--- config.mk ---
export PLATFORM = sky130hd
export DESIGN_NAME = accum_driver
export DESIGN_NICKNAME = d
export VERILOG_FILES = /design/src/rtl/accum_driver.sv
export SDC_FILE = /design/constraint.sdc
export NUM_CORES = 2
export LEC_CHECK = 0
export ABC_AREA = 1
export CORE_ASPECT_RATIO = 0.7
export CORE_MARGIN = 2
export CORE_UTILIZATION = 50
export DETAILED_ROUTE_END_ITERATION = 7
export GPL_TIMING_DRIVEN = 0
export PLACE_DENSITY = 0.68
export SLEW_MARGIN = 25
export SYNTH_ARGS = -nofsm -noshare
export SYNTH_HDL_FRONTEND = slang
export SYNTH_SLANG_ARGS = --single-unit
--- constraint.sdc ---
create_clock -name clk -period 19.9 [get_ports clk]
set_clock_uncertainty 0.2 [all_clocks]
set_input_delay 1.99 -clock clk [delete_from_list [all_inputs] [get_ports clk]]
set_output_delay 1.99 -clock clk [all_outputs]
set_load 0.01 [all_outputs]
--- src/rtl/accum_driver.sv ---
// Self-checking initiator for the 4-lane accumulator en/done four-phase handshake.
// Buffers add vectors in a small FIFO, tracks a shadow sum per lane and checks each returned accum.
module accum_driver #(
  parameter int ACCUM_WIDTH = 128,
  parameter int ADD_WIDTH   = 64,
  parameter int FIFO_DEPTH  = 4,
  parameter int TIMEOUT     = 255
) (
  input  logic                   clk,
  input  logic                   reset,
  input  logic                   cmd_valid,
  output logic                   cmd_ready,
  input  logic [ADD_WIDTH-1:0]   cmd_add [4],
  output logic                   en,
  output logic [ADD_WIDTH-1:0]   add [4],
  input  logic                   done,
  input  logic [ACCUM_WIDTH-1:0] accum [4],
  output logic                   busy,
  output logic [31:0]            txn_count,
  output logic [15:0]            err_count,
  output logic [3:0]             err_lanes,
  output logic                   timeout,
  output logic [1:0]             dbg_state
);

  localparam int PTR_W = $clog2(FIFO_DEPTH);
  localparam int CNT_W = PTR_W + 1;
  localparam int WD_W  = $clog2(TIMEOUT + 1);

  typedef enum logic [1:0] {IDLE = 2'd0, REQ = 2'd1, REL = 2'd2, DRAIN = 2'd3} state_t;

  state_t                 state, state_nxt;
  logic [ADD_WIDTH-1:0]   mem [FIFO_DEPTH][4];
  logic [PTR_W-1:0]       wr_ptr, rd_ptr;
  logic [CNT_W-1:0]       count;
  logic                   empty, full, push, pop;
  logic [WD_W-1:0]        wdog;
  logic                   wd_hit, to_evt;
  logic [ACCUM_WIDTH-1:0] shadow [4];
  logic [ACCUM_WIDTH-1:0] exp_sum [4];
  logic [3:0]             mism;

  // cmd handshake: a vector transfers on a clk edge where cmd_valid && cmd_ready;
  // cmd_ready depends only on the registered FIFO count, never on cmd_valid.
  assign empty     = (count == '0);
  assign full      = (count == CNT_W'(FIFO_DEPTH));
  assign cmd_ready = !full;
  assign push      = cmd_valid && cmd_ready;
  assign busy      = (state != IDLE) || !empty;
  assign dbg_state = state;
  assign wd_hit    = (wdog == WD_W'(TIMEOUT));

  always_comb begin
    for (int i = 0; i < 4; i++) mism[i] = (accum[i] != exp_sum[i]);
  end

  always_comb begin
    state_nxt = state;
    pop       = 1'b0;
    to_evt    = 1'b0;
    case (state)
      IDLE: begin
        // A done still high from the previous transaction is a stale ack; wait it out.
        if (!empty && !done) begin
          pop       = 1'b1;
          state_nxt = REQ;
        end
      end
      REQ: begin
        if (done) begin
          state_nxt = REL;
        end else if (wd_hit) begin
          to_evt    = 1'b1;
          state_nxt = DRAIN;
        end
      end
      REL, DRAIN: begin
        if (!done) begin
          state_nxt = IDLE;
        end else if (wd_hit) begin
          to_evt    = 1'b1;
          state_nxt = IDLE;
        end
      end
      default: state_nxt = IDLE;
    endcase
  end

  always_ff @(posedge clk) begin
    if (reset) state <= IDLE;
    else       state <= state_nxt;
  end

  always_ff @(posedge clk) begin
    if (reset) begin
      wr_ptr <= '0;
      rd_ptr <= '0;
      count  <= '0;
    end else begin
      if (push) begin
        for (int i = 0; i < 4; i++) mem[wr_ptr][i] <= cmd_add[i];
        wr_ptr <= wr_ptr + PTR_W'(1);
      end
      if (pop) rd_ptr <= rd_ptr + PTR_W'(1);
      count <= count + CNT_W'(push) - CNT_W'(pop);
    end
  end

  always_ff @(posedge clk) begin
    if (reset) begin
      en        <= 1'b0;
      wdog      <= '0;
      txn_count <= '0;
      err_count <= '0;
      err_lanes <= '0;
      timeout   <= 1'b0;
      for (int i = 0; i < 4; i++) begin
        add[i]     <= '0;
        shadow[i]  <= '0;
        exp_sum[i] <= '0;
      end
    end else begin
      en <= (state_nxt == REQ);
      if (state_nxt != state) wdog <= '0;
      else if (!wd_hit)       wdog <= wdog + WD_W'(1);
      if (pop) begin
        for (int i = 0; i < 4; i++) begin
          add[i]     <= mem[rd_ptr][i];
          exp_sum[i] <= shadow[i] + ACCUM_WIDTH'(mem[rd_ptr][i]);
        end
      end
      // Shadow follows the expected sum even on a mismatch, so one bad return is reported once.
      if (state == REQ && done) begin
        for (int i = 0; i < 4; i++) shadow[i] <= exp_sum[i];
        txn_count <= txn_count + 32'd1;
        if (|mism) begin
          if (err_count != 16'hFFFF) err_count <= err_count + 16'd1;
          err_lanes <= err_lanes | mism;
        end
      end
      if (to_evt) timeout <= 1'b1;
    end
  end

endmodule

==> impl_results.md <==
* WHS Path Cells at 1
* Chip Height at 418 um
* Post-CTS sizing at 0
* Placed insts at 18100
* DR vias at 108000
* Worst Setup Slack, final at 11.98 ns
* Clock latency on the worst-skew pair at a little over 0.9 ns
* CP most frequent cell: nand2_1
* Adder-Cell Fraction of Synth Area at 2.78%
* Synthesized flop and latch total at 2377
* Clk root buf: clkbuf_16
* Final Hold Slack at between 0.2 and 0.3 ns
* Syn-to-layout area delta at 20.2%
* WS Path Type: reg2reg
* Post-layout instance area at approximately 150000 sq um
* Die Footprint at about 250000 sq um
* Finish-stage setup viols at 0
* Die width at 596 um
* Initial Utilization at 50.2%
* Number of global-route vias before repair at 96600
* Register area share after synthesis at 55.5%
* CTS H-tree depth at 4
* Post-synthesis mux area share at 0%
* Total Power at 17.5 mW
* WL/cell at 27.4 um
* Drt first-iter violations at between 15000 and 20000
* WP data required at 20.37 ns
* IO buf count at between 1000 and 1500
* Most common cell after layout, fill and taps aside: nor2_1
* Worst hold start: add[244]
* Antenna-violating nets left at 0
* RSZ-0062 raised after global routing: no
* R2r worst-path depth at 20
* Fmax at 126 MHz
* First-pass GRT wire length at a little over 700000 um
* Via/cell ratio at just under 6
* Distinct cells, synth at 54
* Post-CTS setup buffer count at 0
* Hold_buf cts at 0
* Critical Path Start Type: flop
* Largest family of logic cells by synthesized area: simple AND/OR/NAND/NOR gates
* Syn_nets at roughly 15000
* DRC at 3
* Top delay family on crit path: compound AO/OA/AOI/OAI gates
* Final Cycle Share at ~40%
* Synth Area in XOR/XNOR at 3.63%
* Critical path buffers and inverters at 5
* Clk sink count at 2377
* Largest net degree at the start of global routing at between 80 and 90
* Overflow left after global routing at 0
* Violated checks: design-rule violations
* Max incr delay on CP at 0.66 ns
* Slew HR at about 14%
* Compound-Gate Fraction of Synth Area at 12.6%
* Total of max-cap violations at 0
* Leakage at 53.5 nW
* Hold Path End: add[244]
* GPL Wtd Cong at ~1.1
* Synthesized cell area at 123000 sq um
* Most frequent cells in the layout: nor2_1, nand2_1, edfxtp_1
* Initial antenna violation count at 166
* Peak supply drop at 0.0000865 V
* Fin. Hold Viols at 0
* Fin nets at around 16000
* Worst path slowest cell: a21oi_1
* Share of layout cells above drive strength 1 at 4.09%
* Post-DP Area at 140000 sq um
* Total Wirelength at 512000 um
* Reg2reg setup slack at ~12 ns
* CP cell instances: buf_2 -> buf_2 -> buf_2 -> buf_2 -> buf_2 -> nor2_1 -> o22ai_1 -> ha_1 -> a21oi_1 -> o21ai_0 -> a21oi_1 -> o21ai_0 -> nand2_1 -> nand2_1 -> nand2_1 -> nand2_1 -> a21oi_1 -> nand2_1 -> nand2_1 -> nor2_1
* Avg Inst Size Synth at 8.94 sq um
* Worst-margin pin slew at between 1 and 1.5 ns
* Status: complete, but fails checks
* Clk buf depth at 4
* Final Max Slew Viols at 0
* Ys Warns at 0
* Ports at approximately 1100
* Final std cells w/o fill at 18600
* CTS buffer count at 228
* DRT Pass-1 Iters at 8
* Row count at 152
* Clock-pin slew on the worst setup and hold paths at about 0.06 ns
* Worst Hold Class: reg2reg
* RR Endpoint: exp_sum[1][71]
* Min cycle time layout at 7.92 ns
* Fillers at 21100
* Endpoint class of the critical path: flop
* Hpwl dp at 416000 um
* CTS tree: yes
* WP data arrival at 8.39 ns
* Total power divided by cell area at 119 nW/um^2
* Post-Synth Simple-Gate Area at 18.9%
* Gr usage total at 39.7%
* Place WS at around 12 ns
* Synth Instances at 13700
* Core Box Area at 245000 sq um
* Critical-path maximum fanout at 10
[state kept, by name, indices dropped and copies added (netlist names), 3 cells and up, named ones only]
register and flops:
mem 1024, exp_sum 512, err_lanes 4, txn_count 32, shadow 512, wdog 8
count 3, err_count 16, add 256
[routing by layer]
metal	vias up	track usage (%)	wire length [um]	share of wire (%)
li1	49400	-	-	-
met1	51300	58.9	217000	42
met4	96	16.4	22500	4.4
met5	-	0	648	0.13
met3	884	11.9	69100	14
met2	6742	53.5	202000	40
[cells by family (layout without fill, tap and decap cells)]
logic type | after synthesis | in the layout
other | 0 | 84
adder cells (fa/ha/maj) | 270 | 270
AO/OA/AOI/OAI | 2755 | 2755
XOR/XNOR | 509 | 509
buffers and inverters | 2105 | 3694
flip-flops | 2377 | 2377
AND/OR/NAND/NOR | 5715 | 5715
[synthesized netlist by cell type, drive strengths merged]
master	number	area, sq um
inv	1754	6580
o21bai	27	218
xnor2	498	4360
dfxtp	329	6590
nor3b	9	78.8
or3	3	18.8
xor2	11	96.3
a21boi	4	30.0
ha	265	3320
nand2	2104	7910
o22ai	257	1610
fa	5	100
buf	110	579
a21o	29	218
o21ba	1	10.0
nor2	2654	10000
and2	7	43.8
nor4	80	586
nor4b	1	8.76
and3	8	50.1
edfxtp	2048	61500
clkbuf	239	897
a211oi	1	7.51
nand4	165	1030
o21ai	1143	5730
nand3	415	2090
o21a	52	390
clkinv	2	7.51
o211ai	8	65.1
a32oi	1	8.76
or3b	3	26.3
a31oi	4	25.0
or2	8	50.1
a22o	258	2260
nor3	251	1280
a21oi	970	4870
nand3b	7	52.6
[metrics by stage]
stage / TNS, ns / utilization, %
after floorplan: 0 / -
after global placement: -5500.92 / 56.3
after detailed placement: 0 / 57.1
after CTS: 0 / 60.2
after global routing: 0 / 60.3
final: 0 / 60.3
[worst max-delay path by stage]
| stage | end | cells after the start |
|---|---|---|
| 6_report | exp_sum[1][71] | 20 |
| 3_3_place_gp | mem[3][144] | 3 |
| 4_1_cts | exp_sum[1][71] | 20 |
| 5_1_grt | exp_sum[1][71] | 20 |
| 3_5_place_dp | exp_sum[1][71] | 20 |
| 2_1_floorplan | shadow[0][0] | 3 |
[power by group]
part           switching (mW)  internal (mW)
Clock                    2.01           2.49
Combinational            4.39           1.86
Sequential              0.550           6.22
[layout make-up]
cell class                 count  area (sq um)  share of cell area [%]
clock inverter               115          1190                   0.808
multi-input combinational   9249         46600                    31.6
sequential                  2377         68100                    46.2
inverter                    1756          6600                    4.47
buffer                       349          1500                    1.02
clock buffer                 304          6360                    4.31
tap                         3234          4050                    2.74
antenna                       84           210                   0.143
timing repair buffer        1170         12900                    8.72
No activity file was read; power rests on OpenSTA's default activity.
